--- config.mk ---
export PLATFORM = sky130hd
export DESIGN_NAME = vga_layer_mixer_flat
export DESIGN_NICKNAME = d
export VERILOG_FILES = /design/src/rtl/vga_layer_mixer_if.sv /design/src/rtl/vga_layer_mixer.sv /design/src/flat_wrapper.sv
export SDC_FILE = /design/constraint.sdc
export NUM_CORES = 1
export LEC_CHECK = 0
export BUFFER_PORTS_ARGS = -buffer_cell sky130_fd_sc_hd__buf_2
export CAP_MARGIN = 20
export CORE_UTILIZATION = 40
export CTS_BUF_LIST = sky130_fd_sc_hd__clkbuf_4 sky130_fd_sc_hd__clkbuf_8 sky130_fd_sc_hd__clkbuf_16
export DETAILED_ROUTE_END_ITERATION = 8
export GPL_TIMING_DRIVEN = 0
export PLACE_DENSITY = 0.66
export SYNTH_ARGS = -nofsm -noshare
export SYNTH_HDL_FRONTEND = slang
export SYNTH_SLANG_ARGS = --single-unit
--- constraint.sdc ---
create_clock -name clk -period 3.06 [get_ports clk]
set_input_delay 0.612 -clock clk [delete_from_list [all_inputs] [get_ports clk]]
set_output_delay 0.612 -clock clk [all_outputs]
set_load 0.02 [all_outputs]
--- src/rtl/vga_layer_mixer_if.sv ---
// Timing + pixel bus shared by the layer mixer input (from draw_bg) and its output.
interface vga_layer_mixer_if #(
    parameter int CNT_W = 11,
    parameter int RGB_W = 12
);
    logic [CNT_W-1:0] hcount;
    logic [CNT_W-1:0] vcount;
    logic             hsync;
    logic             vsync;
    logic             hblnk;
    logic             vblnk;
    logic [RGB_W-1:0] rgb;

    modport master (output hcount, vcount, hsync, vsync, hblnk, vblnk, rgb);
    modport slave  (input  hcount, vcount, hsync, vsync, hblnk, vblnk, rgb);
endinterface

--- src/rtl/vga_layer_mixer.sv ---
// N-layer pixel compositor: fixed index priority (highest index wins), colour-key
// transparency, frame-synchronous layer mask update, per-frame overlap flag.
// Two-stage pipeline: stage 1 resolves the winner, stage 2 forms the output pixel.
// Optional feature macro VGA_MIX_BLEND_EN: per-layer 50/50 blend with the layer below.
module vga_layer_mixer #(
    parameter int                    N_LAYERS  = 4,
    parameter int                    RGB_W     = 12,
    parameter int                    CNT_W     = 11,
    parameter logic [RGB_W-1:0]      KEY_COLOR = RGB_W'(12'hF0F),
    parameter logic [N_LAYERS-1:0]   MASK_RST  = '1
) (
    input  logic                        clk,
    input  logic                        rst_n,
    vga_layer_mixer_if.slave            vga_in,
    vga_layer_mixer_if.master           vga_out,
    input  logic [N_LAYERS-1:0]         layer_on,
    input  logic [N_LAYERS*RGB_W-1:0]   layer_rgb,
    input  logic [N_LAYERS-1:0]         cfg_mask,
    input  logic [N_LAYERS-1:0]         cfg_blend,
    input  logic                        cfg_wr,
    output logic                        cfg_pending,
    output logic [3:0]                  top_layer,
    output logic                        collision_frame
);
    logic                fs;
    logic [N_LAYERS-1:0] active_mask, shadow_mask, eff_mask;
    assign fs = (vga_in.hcount == '0) && (vga_in.vcount == '0);

    // Mask config: a write on the frame-start pixel takes effect at once, otherwise
    // it waits in the shadow until the next frame start (last write wins).
    always_ff @(posedge clk) begin
        if (!rst_n) begin
            active_mask <= MASK_RST;
            shadow_mask <= '0;
            cfg_pending <= 1'b0;
        end else if (cfg_wr && fs) begin
            active_mask <= cfg_mask;
            cfg_pending <= 1'b0;
        end else if (cfg_wr) begin
            shadow_mask <= cfg_mask;
            cfg_pending <= 1'b1;
        end else if (fs && cfg_pending) begin
            active_mask <= shadow_mask;
            cfg_pending <= 1'b0;
        end
    end

    // Mask seen by the frame-start pixel already includes the update landing on it.
    always_comb begin
        eff_mask = active_mask;
        if (fs && cfg_wr)           eff_mask = cfg_mask;
        else if (fs && cfg_pending) eff_mask = shadow_mask;
    end

`ifdef VGA_MIX_BLEND_EN
    localparam int CH_W = RGB_W / 3;
    logic [N_LAYERS-1:0] active_blend, shadow_blend, eff_blend;

    // Blend config follows exactly the same shadow/apply timing as the mask.
    always_ff @(posedge clk) begin
        if (!rst_n) begin
            active_blend <= '0;
            shadow_blend <= '0;
        end else if (cfg_wr && fs) begin
            active_blend <= cfg_blend;
        end else if (cfg_wr) begin
            shadow_blend <= cfg_blend;
        end else if (fs && cfg_pending) begin
            active_blend <= shadow_blend;
        end
    end

    // Effective blend mask for the current pixel.
    always_comb begin
        eff_blend = active_blend;
        if (fs && cfg_wr)           eff_blend = cfg_blend;
        else if (fs && cfg_pending) eff_blend = shadow_blend;
    end
`else
    logic unused_blend;
    assign unused_blend = ^cfg_blend;
`endif

    logic [3:0]       win, n_vis;
    logic [RGB_W-1:0] win_rgb;
`ifdef VGA_MIX_BLEND_EN
    logic [RGB_W-1:0] under_rgb;
    logic             win_blend;
`endif

    // Priority scan low->high: last visible layer wins; previous winner becomes "underlying".
    always_comb begin
        win     = 4'hF;
        win_rgb = vga_in.rgb;
        n_vis   = '0;
`ifdef VGA_MIX_BLEND_EN
        under_rgb = vga_in.rgb;
        win_blend = 1'b0;
`endif
        for (int i = 0; i < N_LAYERS; i++) begin
            if (layer_on[i] && eff_mask[i] && (layer_rgb[i*RGB_W +: RGB_W] != KEY_COLOR)) begin
`ifdef VGA_MIX_BLEND_EN
                under_rgb = win_rgb;
                win_blend = eff_blend[i];
`endif
                win_rgb = layer_rgb[i*RGB_W +: RGB_W];
                win     = 4'(i);
                n_vis   = n_vis + 4'd1;
            end
        end
    end

    logic [CNT_W-1:0] s1_h, s1_v;
    logic             s1_hs, s1_vs, s1_hb, s1_vb, s1_fs, s1_ovl;
    logic [RGB_W-1:0] s1_bg, s1_rgb;
    logic [3:0]       s1_win;
`ifdef VGA_MIX_BLEND_EN
    logic [RGB_W-1:0] s1_under;
    logic             s1_blend;
`endif

    // Stage 1: register timing, background and the resolved winner.
    always_ff @(posedge clk) begin
        if (!rst_n) begin
            s1_h <= '0; s1_v <= '0; s1_hs <= 1'b0; s1_vs <= 1'b0;
            s1_hb <= 1'b0; s1_vb <= 1'b0; s1_fs <= 1'b0; s1_ovl <= 1'b0;
            s1_bg <= '0; s1_rgb <= '0; s1_win <= 4'hF;
`ifdef VGA_MIX_BLEND_EN
            s1_under <= '0; s1_blend <= 1'b0;
`endif
        end else begin
            s1_h <= vga_in.hcount; s1_v <= vga_in.vcount;
            s1_hs <= vga_in.hsync; s1_vs <= vga_in.vsync;
            s1_hb <= vga_in.hblnk; s1_vb <= vga_in.vblnk;
            s1_fs <= fs; s1_ovl <= (n_vis >= 4'd2);
            s1_bg <= vga_in.rgb; s1_rgb <= win_rgb; s1_win <= win;
`ifdef VGA_MIX_BLEND_EN
            s1_under <= under_rgb; s1_blend <= win_blend;
`endif
        end
    end

    logic [RGB_W-1:0] pix;
    logic             blank, acc;
`ifdef VGA_MIX_BLEND_EN
    logic [CH_W:0]    sum;
`endif
    assign blank = s1_hb || s1_vb;

    // Stage 2 pixel: winner or background, optionally averaged with the layer below.
    always_comb begin
        pix = (s1_win == 4'hF) ? s1_bg : s1_rgb;
`ifdef VGA_MIX_BLEND_EN
        sum = '0;
        if (s1_win != 4'hF && s1_blend) begin
            for (int c = 0; c < 3; c++) begin
                sum = {1'b0, s1_rgb[c*CH_W +: CH_W]} + {1'b0, s1_under[c*CH_W +: CH_W]};
                pix[c*CH_W +: CH_W] = sum[CH_W:1];
            end
        end
`endif
    end

    // Stage 2: outputs, blanking override, and per-frame overlap accumulation.
    always_ff @(posedge clk) begin
        if (!rst_n) begin
            vga_out.hcount <= '0; vga_out.vcount <= '0;
            vga_out.hsync <= 1'b0; vga_out.vsync <= 1'b0;
            vga_out.hblnk <= 1'b0; vga_out.vblnk <= 1'b0;
            vga_out.rgb <= '0; top_layer <= 4'hF;
            acc <= 1'b0; collision_frame <= 1'b0;
        end else begin
            vga_out.hcount <= s1_h; vga_out.vcount <= s1_v;
            vga_out.hsync <= s1_hs; vga_out.vsync <= s1_vs;
            vga_out.hblnk <= s1_hb; vga_out.vblnk <= s1_vb;
            vga_out.rgb <= blank ? '0 : pix;
            top_layer   <= blank ? 4'hF : s1_win;
            if (s1_fs) begin
                collision_frame <= acc;
                acc <= s1_ovl && !blank;
            end else begin
                acc <= acc | (s1_ovl && !blank);
            end
        end
    end
endmodule

--- src/flat_wrapper.sv ---
// flat-port wrapper written by rule: the top's interface ports become plain ports
module vga_layer_mixer_flat 
#(
    parameter int                    N_LAYERS  = 4,
    parameter int                    RGB_W     = 12,
    parameter int                    CNT_W     = 11,
    parameter logic [RGB_W-1:0]      KEY_COLOR = RGB_W'(12'hF0F),
    parameter logic [N_LAYERS-1:0]   MASK_RST  = '1
)
  (clk, rst_n, layer_on, layer_rgb, cfg_mask, cfg_blend, cfg_wr, cfg_pending, top_layer, collision_frame, vga_in_hcount, vga_in_vcount, vga_in_hsync, vga_in_vsync, vga_in_hblnk, vga_in_vblnk, vga_in_rgb, vga_out_hcount, vga_out_vcount, vga_out_hsync, vga_out_vsync, vga_out_hblnk, vga_out_vblnk, vga_out_rgb);
  vga_layer_mixer_if #(.CNT_W(CNT_W), .RGB_W(RGB_W)) vga_in_i ();
  vga_layer_mixer_if #(.CNT_W(CNT_W), .RGB_W(RGB_W)) vga_out_i ();
  input  logic clk;
  input  logic rst_n;
  input  logic [N_LAYERS-1:0] layer_on;
  input  logic [N_LAYERS*RGB_W-1:0] layer_rgb;
  input  logic [N_LAYERS-1:0] cfg_mask;
  input  logic [N_LAYERS-1:0] cfg_blend;
  input  logic cfg_wr;
  output logic cfg_pending;
  output logic [3:0] top_layer;
  output logic collision_frame;
  input wire logic [$bits(vga_in_i.hcount)-1:0] vga_in_hcount;
  input wire logic [$bits(vga_in_i.vcount)-1:0] vga_in_vcount;
  input wire logic [$bits(vga_in_i.hsync)-1:0] vga_in_hsync;
  input wire logic [$bits(vga_in_i.vsync)-1:0] vga_in_vsync;
  input wire logic [$bits(vga_in_i.hblnk)-1:0] vga_in_hblnk;
  input wire logic [$bits(vga_in_i.vblnk)-1:0] vga_in_vblnk;
  input wire logic [$bits(vga_in_i.rgb)-1:0] vga_in_rgb;
  output wire logic [$bits(vga_out_i.hcount)-1:0] vga_out_hcount;
  output wire logic [$bits(vga_out_i.vcount)-1:0] vga_out_vcount;
  output wire logic [$bits(vga_out_i.hsync)-1:0] vga_out_hsync;
  output wire logic [$bits(vga_out_i.vsync)-1:0] vga_out_vsync;
  output wire logic [$bits(vga_out_i.hblnk)-1:0] vga_out_hblnk;
  output wire logic [$bits(vga_out_i.vblnk)-1:0] vga_out_vblnk;
  output wire logic [$bits(vga_out_i.rgb)-1:0] vga_out_rgb;
  assign vga_in_i.hcount = vga_in_hcount;
  assign vga_in_i.vcount = vga_in_vcount;
  assign vga_in_i.hsync = vga_in_hsync;
  assign vga_in_i.vsync = vga_in_vsync;
  assign vga_in_i.hblnk = vga_in_hblnk;
  assign vga_in_i.vblnk = vga_in_vblnk;
  assign vga_in_i.rgb = vga_in_rgb;
  assign vga_out_hcount = vga_out_i.hcount;
  assign vga_out_vcount = vga_out_i.vcount;
  assign vga_out_hsync = vga_out_i.hsync;
  assign vga_out_vsync = vga_out_i.vsync;
  assign vga_out_hblnk = vga_out_i.hblnk;
  assign vga_out_vblnk = vga_out_i.vblnk;
  assign vga_out_rgb = vga_out_i.rgb;
  vga_layer_mixer #(.N_LAYERS(N_LAYERS), .RGB_W(RGB_W), .CNT_W(CNT_W), .KEY_COLOR(KEY_COLOR), .MASK_RST(MASK_RST)) u_core (.clk(clk), .rst_n(rst_n), .vga_in(vga_in_i), .vga_out(vga_out_i), .layer_on(layer_on), .layer_rgb(layer_rgb), .cfg_mask(cfg_mask), .cfg_blend(cfg_blend), .cfg_wr(cfg_wr), .cfg_pending(cfg_pending), .top_layer(top_layer), .collision_frame(collision_frame));
endmodule
Word level (Yosys, flattened, before mapping)
Index checks and enable logic that the tools add are counted.
{"block": "totals", "ff_bits": 109, "inputBits": 101, "output_inout_bits": 44}
{"block": "op_classes", "add_sub_neg": 3, "order_cmp": 1, "eq_ne": 6, "mux": 20, "bitwise": 3, "n_reduce_logical": 22}
{"op": "$mux 12", "n": 5}
{"op": "$ne 12x12->1 const B", "n": 4}
{"op": "$mux 4", "n": 11}
{"op": "$logic_not 11->1", "n": 2}
{"op": "$logic_and 1x1->1", "n": 12}
{"op": "$add 4x1->4 const B", "n": 2}
{"op": "$reduce_or 2->1", "n": 3}
{"op": "$eq 4x4->1 const B", "n": 1}
{"op": "$ge 4x2->1 const B", "n": 1}
{"op": "$mux 1", "n": 4}
{"op": "$reduce_or 3->1", "n": 1}
{"op": "$add 1x1->2 const B", "n": 1}
{"op": "$ne 2x1->1 const B", "n": 1}
{"op": "$not 1->1", "n": 2}
{"op": "$reduce_and 2->1", "n": 1}
{"op": "$reduce_bool 2->1", "n": 1}
{"op": "$logic_not 1->1", "n": 1}
{"op": "$logic_or 1x1->1", "n": 1}
{"op": "$or 1x1->1", "n": 1}

Logic depth before layout (Yosys ltp)
Gate-level depths: netlist of run 1.
{"block": "depth", "depth_word": 15, "mapped_depth": 14, "ltp_nobuf": 12}

Least setup slack after synthesis of run 1
No wires, ideal clock.
{"block": "synth_timing", "kind": "input to register", "startpoint": "in vga_in_vcount[7]", "endpoint": "reg u_core.s1_ovl", "arrival_ps": 3173, "t_required_ps": 2937, "setup_slack_ps": -236, "cell_stages": 13, "path_buffers": 1, "path_cell_list": "nor4_4 nand4_4 nor4b_4 o21a_1 buf_2 inv_1 ha_1 a211oi_1 a21o_1 ha_1 nand2b_1 o2111ai_1 o21ai_1"}
{"block": "synth_via", "elab_chain_cells": 15}
{"element": "from (decl)", "line": "flat_wrapper.sv:24", "source": "input wire logic [$bits(vga_in_i.vcount)-1:0] vga_in_vcount;"}
{"element": "$logic_not 11->1 *", "line": "vga_layer_mixer.sv:27", "source": "assign fs = (vga_in.hcount == '0) && (vga_in.vcount == '0);"}
{"element": "$logic_and 1x1->1 *", "line": "vga_layer_mixer.sv:27"}
{"element": "$logic_and 1x1->1", "line": "vga_layer_mixer.sv:52", "source": "else if (fs && cfg_pending) eff_mask = shadow_mask;"}
{"element": "$mux 4", "line": "vga_layer_mixer.sv:52"}
{"element": "$mux 4 *", "line": "vga_layer_mixer.sv:51", "source": "if (fs && cfg_wr) eff_mask = cfg_mask;"}
{"element": "$logic_and 1x1->1 (2 in series)", "line": "vga_layer_mixer.sv:101", "source": "if (layer_on[i] && eff_mask[i] && (layer_rgb[i*RGB_W +: RGB_W] != KEY_COLOR)) begin"}
{"element": "$mux 1", "line": "vga_layer_mixer.sv:101"}
{"element": "$add 1x1->2", "line": "vga_layer_mixer.sv:108", "source": "n_vis = n_vis + 4'd1;"}
{"element": "$mux 4", "line": "vga_layer_mixer.sv:101"}
{"element": "$add 4x1->4", "line": "vga_layer_mixer.sv:108"}
{"element": "$mux 4", "line": "vga_layer_mixer.sv:101"}
{"element": "$add 4x1->4", "line": "vga_layer_mixer.sv:108"}
{"element": "$mux 4 *", "line": "vga_layer_mixer.sv:101"}
{"element": "$ge 4x2->1 *", "line": "vga_layer_mixer.sv:135", "source": "s1_fs <= fs; s1_ovl <= (n_vis >= 4'd2);"}
{"element": "to (signal assigned)", "line": "vga_layer_mixer.sv:135"}
{"element": "to (decl)", "line": "vga_layer_mixer.sv:114", "source": "logic s1_hs, s1_vs, s1_hb, s1_vb, s1_fs, s1_ovl;"}
Mark *: on every way between the ends. The rest lies on a longest branch, timed or not.
A chain may end at the register's enable or synchronous reset.

Worst setup path in the final report of run 1
{"block": "layout_timing", "startpoint": "in vga_in_hcount[5]", "endpoint": "reg u_core.s1_ovl"}
{"block": "layout_via", "elab_chain_cells": 15}
{"element": "from (decl)", "line": "flat_wrapper.sv:23", "source": "input wire logic [$bits(vga_in_i.hcount)-1:0] vga_in_hcount;"}
{"element": "$logic_not 11->1 *", "line": "vga_layer_mixer.sv:27"}
{"element": "$logic_and 1x1->1 *", "line": "vga_layer_mixer.sv:27"}
{"element": "$logic_and 1x1->1", "line": "vga_layer_mixer.sv:52"}
{"element": "$mux 4", "line": "vga_layer_mixer.sv:52"}
{"element": "$mux 4 *", "line": "vga_layer_mixer.sv:51"}
{"element": "$logic_and 1x1->1 (2 in series)", "line": "vga_layer_mixer.sv:101"}
{"element": "$mux 1", "line": "vga_layer_mixer.sv:101"}
{"element": "$add 1x1->2", "line": "vga_layer_mixer.sv:108"}
{"element": "$mux 4", "line": "vga_layer_mixer.sv:101"}
{"element": "$add 4x1->4", "line": "vga_layer_mixer.sv:108"}
{"element": "$mux 4", "line": "vga_layer_mixer.sv:101"}
{"element": "$add 4x1->4", "line": "vga_layer_mixer.sv:108"}
{"element": "$mux 4 *", "line": "vga_layer_mixer.sv:101"}
{"element": "$ge 4x2->1 *", "line": "vga_layer_mixer.sv:135"}
Marked as above.

==> run summary, run 1 <==
Compound-gate portion of the synthesized area -> 17.6%
Initial Utilization -> 41.1%
Async SR Flop Fraction -> 0%
DR vias -> 3,709
EDFF count, synth -> 0
Top FF cell, synth -> dfxtp_1
Syn_area_per_cell -> 10.0 sq um
Final Hold Vio Count -> 0
CP arrival -> 3.24 ns
Post-route ant nets -> 0
DP HPWL -> 8.80 mm
Yosys cell types -> 65
Pwr dens -> 511 nW/um^2
Top-level I/O count -> 145
1st-pass router iterations -> 5
Clock Path Buffers -> 2
WL/cell -> 15.9 microns
Rows -> 37
Final setup margin -> 0.0908 ns
All-Layer GR Usage -> 21.0%
Buffers on Ports -> 139
Worst vdd ir -> 0.000226 V
Max Slew Vio Count -> 0
CTS Sinks -> 107
DRT Wirelength -> 11.5 mm
Final #Nets -> 690
Hold/Removal Path Class -> in -> reg
Fillers -> 929
Hold Slack -> 0.431 ns
DRC violation count after routing -> 0
Core Area -> 10,300 sq um
Vias in the first global route -> 3,490
Synth Warn # -> 0
Final setup viols -> 0
Xor and xnor area share after synthesis -> 0.206%
Actual slew at the worst max-slew pin -> 0.632 ns
Layout cell share with drive strength beyond 1 -> 34.2%
Normalized max-slew margin -> 57.5%
Largest family of logic cells by synthesized area -> simple AND/OR/NAND/NOR gates
LEAKAGE -> 2.47 nW
Clock-pin slew on the worst setup and hold paths -> 0.11 ns
DR vias/cell -> 5.12
Max H-tree Level -> 3
Cts bufs inserted -> 9
CTS tree -> done
Setup crit end kind -> register
Seq/Total Area, Yosys -> 50.4%
Worst setup SP type -> primary input
Commonest non-fill, non-tap cell in the layout -> buf_2
Clock root buffer master -> clkbuf_8
Run status -> completed
Syn Std Cell Area -> 4250 sq um
Total grt overflow -> 0
Fmax -> 337 MHz
Mux contribution to synthesized area -> 1.18%
Simple-Gate Fraction of Synth Area -> 24.9%
CP required -> 3.33 ns
Commonest cells after routing, fill and taps aside -> buf_2 (141), dfxtp_1 (107), and2_1 (65)
Period minus WS final -> 2.97 ns
Worst-skew pair later-pin latency -> 0.38 ns
ANT cells -> 0
Synth Area in Adders -> 1.77%
Pin count of the biggest net entering global routing -> 21
Worst Path Max Fanout -> 5
Max Cap Viol -> 0
Mapped Nets -> 530
Post-Place Worst Slack -> -0.542 ns
GP Congestion -> 0.886
Antenna violations before repair -> 0
Die ar. -> 11,000 sq um
Clock skew -> 0.0117 ns
Die H -> 105 microns
Post-synthesis register bit count -> 107
Critical path type -> in -> reg
Final worst path period share -> 97.0%
Area Overhead vs Synth -> 29.2%
First-pass GRT wire length -> 17.8 mm
Fin Setup TNS -> 0 ns
Post-Synthesis Cells -> 423
Die X -> 105 microns
DRT iter0 DRCs -> 280
[cells in the mapped netlist, drive strengths merged, types with 5 or more instances]
| cell type | number | share of area, % |
|---|---|---|
| clkbuf | 18 | 1.6 |
| nand2 | 31 | 2.8 |
| a21oi | 26 | 3.2 |
| and2 | 65 | 9.6 |
| dfxtp | 107 | 50 |
| o21ai | 10 | 1.2 |
| o211ai | 6 | 1.1 |
| buf | 7 | 1.1 |
| nor3 | 5 | 0.85 |
| nor2 | 17 | 1.5 |
| o311ai | 9 | 1.9 |
| inv | 14 | 1.2 |
| nor4 | 5 | 2.3 |
| nand3 | 6 | 0.71 |
| and3 | 7 | 1.1 |
| a21boi | 9 | 1.7 |
| ha | 6 | 1.8 |
| mux2i | 5 | 1.2 |
[layer usage]
metal	up-vias	share of wire (%)	track usage [%]
li1	1812	-	-
met4	0	2.0	7.95
met2	167	48	34.8
met1	1712	43	26.4
met5	-	0	0
met3	18	7.4	4.93
[registers in the layout, indices dropped and copies added (netlist names), 3 cells and up]
register               count
u_core.s1_bg              12
u_core.s1_rgb             12
u_core.vga_out.rgb        12
u_core.s1_h               11
u_core.s1_v               11
u_core.vga_out.hcount     11
u_core.vga_out.vcount     11
u_core.active_mask         4
u_core.shadow_mask         4
u_core.s1_win              3
u_core.top_layer           3
[timing repair]
item / in CTS / in global routing
setup endpoints to repair: 1 / 1
pin swaps: 2 / 5
hold buffers: 0 / 0
setup buffers: 3 / 8
gates resized for setup: 1 / 9
[per-stage QoR]
| stage | instance area (sq um) | cells | total power [mW] | util (%) |
|---|---|---|---|---|
| 5_1_grt | 5490 | 724 | 2.93 | 53.2 |
| 3_5_place_dp | 5130 | 698 | 1.87 | 49.7 |
| 6_report | 5490 | 724 | 2.81 | 53.2 |
| 3_3_place_gp | 5130 | 698 | 1.87 | 49.7 |
| 4_1_cts | 5390 | 717 | 2.81 | 52.2 |
| 2_1_floorplan | 4270 | 423 | 1.71 | - |
[worst max-delay path, stage by stage]
cell	delay [ns]
buf_2	0.12
nor4_4	0.38
buf_4	0.18
and4_4	0.27
a21oi_4	0.09
o21a_1	0.21
buf_6	0.13
buf_4	0.13
ha_1	0.20
a21o_1	0.17
ha_1	0.30
nand2b_1	0.15
o2111ai_1	0.18
o21ai_1	0.11
[path summary, 6_finish.rpt]
| check | start | end | slack (ns) | cells after the start |
|---|---|---|---|---|
| max | vga_in_hcount[5] | u_core.s1_ovl | 0.09 | 14 |
| min | vga_in_hsync | u_core.s1_hs | 0.43 | 2 |
| max reg2reg | u_core.cfg_pending | u_core.s1_ovl | 0.20 | 13 |
| min reg2reg | u_core.s1_bg[9] | u_core.vga_out.rgb[9] | 0.44 | 2 |
[power by group]
part | internal (mW) | switching (mW) | total [mW] | leakage (nW)
Combinational | 0.160 | 0.216 | 0.377 | 1.47
Clock | 0.424 | 0.523 | 0.947 | 0.116
Sequential | 1.46 | 0.0190 | 1.48 | 0.884
[area by class of cell]
type / instances / area, sq um / share of cell area (%)
multi-input combinational: 277 / 2000 / 36.4
clock inverter: 6 / 90.1 / 1.64
inverter: 14 / 52.6 / 0.957
sequential: 107 / 2140 / 39.0
tap: 136 / 170 / 3.10
clock buffer: 10 / 138 / 2.51
buffer: 24 / 115 / 2.10
timing repair buffer: 150 / 782 / 14.2
[logic make-up (layout without fill, tap and decap cells)]
group                    Yosys count  count (layout)
adder cells (fa/ha/maj)            6               6
AO/OA/AOI/OAI                    101             101
AND/OR/NAND/NOR                  164             164
buffers and inverters             39             204
multiplexers                       5               5
XOR/XNOR                           1               1
flip-flops                       107             107
Note: power is estimated with default switching activity, not from simulation.
==> inputs of run 2 (changes only) <==
==> constraint.sdc (replaced) <==
create_clock -name clk -period 3.06 [get_ports clk]
set_input_delay 0.306 -clock clk [delete_from_list [all_inputs] [get_ports clk]]
set_output_delay 0.306 -clock clk [all_outputs]
set_load 0.02 [all_outputs]
==> run summary, run 2 (synthesis gave the netlist of run 1 again) <==
WL/cell -> 15.6 microns (was 15.9 microns)
Total grt overflow -> 0 (unchanged)
All-Layer GR Usage -> 20.6% (was 21.0%)
Normalized max-slew margin -> 58.1% (was 57.5%)
Largest incremental delay on the critical path -> 0.39 ns (was 0.38 ns)
Max Cap Viol -> 0 (unchanged)
Core Area -> 10,300 sq um (unchanged)
Die H -> 105 microns (unchanged)
HP Start -> vga_in_hcount[8] (was vga_in_hsync)
CP top delay family -> compound AO/OA/AOI/OAI gates (was simple AND/OR/NAND/NOR gates)
Area Overhead vs Synth -> 27.0% (was 29.2%)
1st-pass router iterations -> 4 (was 5)
Worst-skew pair later-pin latency -> 0.39 ns (was 0.38 ns)
DRT iter0 DRCs -> 223 (was 280)
Actual slew at the worst max-slew pin -> 0.624 ns (was 0.632 ns)
Reg2reg setup slack -> 0.19 ns (was 0.20 ns)
Max Slew Vio Count -> 0 (unchanged)
Launch point of the critical path -> u_core.cfg_pending (was vga_in_hcount[5])
Initial Utilization -> 41.1% (unchanged)
Cell area after layout -> 5390 sq um (was 5490 sq um)
Die ar. -> 11,000 sq um (unchanged)
Cts bufs inserted -> 9 (unchanged)
CP required -> 3.32 ns (was 3.33 ns)
Post-route ant nets -> 0 (unchanged)
CTS tree -> done (unchanged)
Vias in the first global route -> 3,550 (was 3,490)
Run status -> completed (unchanged)
Slowest cell on the critical path -> dfxtp_2 (was nor4_4)
DR vias/cell -> 5.17 (was 5.12)
Post-DP Area -> 5110 sq um (was 5130 sq um)
Layout cell share with drive strength beyond 1 -> 32.9% (was 34.2%)
Min-Delay Endpoint -> u_core.s1_h[8] (was u_core.s1_hs)
Top-level I/O count -> 145 (unchanged)
Cts hold-fix bufs -> 0 (unchanged)
CP arrival -> 3.13 ns (was 3.24 ns)
Worst vdd ir -> 0.000199 V (was 0.000226 V)
Clock-pin slew on the worst setup and hold paths -> 0.13 ns (was 0.11 ns)
Buffers on Ports -> 139 (unchanged)
Crit path cell chain -> nor2b_2, a22oi_1, nor4b_4, o21a_1, buf_4, inv_1, ha_1, a211oi_2, a21o_1, ha_1, nand2b_1, o2111ai_1, o21ai_1 (was buf_2, nor4_4, buf_4, and4_4, a21oi_4, o21a_1, buf_6, buf_4, ha_1, a21o_1, ha_1, nand2b_1, o2111ai_1, o21ai_1)
Worst Path Max Fanout -> 11 (was 5)
R2R Path Start -> u_core.cfg_pending (unchanged)
R2R Path End -> u_core.s1_ovl (unchanged)
Clock root buffer master -> clkbuf_8 (unchanged)
DR vias -> 3,703 (was 3,709)
First-pass GRT wire length -> 17.7 mm (was 17.8 mm)
Rows -> 37 (unchanged)
Pin count of the biggest net entering global routing -> 25 (was 21)
DP HPWL -> 8.83 mm (was 8.80 mm)
Commonest cells after routing, fill and taps aside -> buf_2 (142), dfxtp_1 (106), and2_1 (65) (was buf_2 (141), dfxtp_1 (107), and2_1 (65))
Worst Hold Depth -> 2 (unchanged)
RSZ-0062 raised after global routing -> no
LEAKAGE -> 2.42 nW (was 2.47 nW)
Clock skew -> 0.0164 ns (was 0.0117 ns)
Largest registers -> u_core.s1_bg (12), u_core.s1_rgb (12), u_core.vga_out.rgb (12) (unchanged)
GP Congestion -> 0.902 (was 0.886)
Final worst path period share -> 93.8% (was 97.0%)
Antenna violations before repair -> 0 (unchanged)
CP bufs+invs -> 2 (was 4)
Fmax -> 348 MHz (was 337 MHz)
DRC violation count after routing -> 0 (unchanged)
Critical path type -> reg -> reg (was in -> reg)
Worst setup SP type -> register (was primary input)
Final Hold Vio Count -> 0 (unchanged)
Period minus WS final -> 2.87 ns (was 2.97 ns)
CTS Sinks -> 107 (unchanged)
Final #Nets -> 682 (was 690)
Max H-tree Level -> 3 (unchanged)
ANT cells -> 0 (unchanged)
Pwr dens -> 518 nW/um^2 (was 511 nW/um^2)
Fin Setup TNS -> 0 ns (unchanged)
Setup crit end kind -> register (unchanged)
Clock Path Buffers -> 2 (unchanged)
Cell depth of the worst flop-to-flop path -> 13 (unchanged)
DRT Wirelength -> 11.2 mm (was 11.5 mm)
Most frequent CP cell -> ha_1
Hold/Removal Path Class -> in -> reg (unchanged)
Commonest non-fill, non-tap cell in the layout -> buf_2 (unchanged)
Die X -> 105 microns (unchanged)
Final setup viols -> 0 (unchanged)
run 2: how the worst max path moves through the flow:
stage / endpoint / cells past startpoint
after floorplan: u_core.s1_ovl / 13
after global placement: u_core.s1_ovl / 14
after detailed placement: u_core.s1_ovl / 14
after CTS: u_core.s1_ovl / 13
after global routing: u_core.s1_ovl / 13
final: u_core.s1_ovl / 13
run 2: timing repair:
action                                  4_1_cts  5_1_grt
pin swaps                                     1        1
buffers inserted                              1        1
gates resized for setup                       5        5
endpoints found under the setup margin        1        1
run 2: worst register-to-register path, delay by kind of cell, from the launching register on:
family,cells,cell delay (ns)
fa+ha+maj,2,0.44
simple gates,3,0.68
compound gates,6,0.96
flops,1,0.39
buf+inv,2,0.28
run 2: through the flow:
stage               cells  setup WS (ns)  total power [mW]  hold WS [ns]  util [%]
floorplan             423         0.0697              1.71         0.412         -
global placement      698         -0.585              1.86         0.415      49.5
detailed placement    698         -0.589              1.87         0.417      49.5
CTS                   715         0.0120              2.81         0.106      52.1
global route          716         0.0128              2.92        0.0989      52.2
finish                716          0.190              2.79         0.124      52.2
run 2: routing by layer:
layer  part of all wire (%)  GRT usage, %  wire, microns
met1                     45          27.0           5080
met2                     47          33.7           5300
met3                    4.9          3.18            548
met4                    2.2          8.95            245
met5                      0             0              0
run 2: cell type report:
class	instances	area, sq um
clock buffers	9	124
multi-input cells	277	1970
clock inverters	7	103
well taps	136	170
plain buffers	25	116
flip-flops and latches	107	2140
repair buffers	141	711
fillers	979	4930
inverters	14	52.6
run 2: power by group:
part	switching (mW)	leakage [nW]	internal (mW)
sequential	0.0194	0.884	1.46
combinational	0.210	1.43	0.155
clock	0.592	0.114	0.353
total	0.822	2.42	1.97
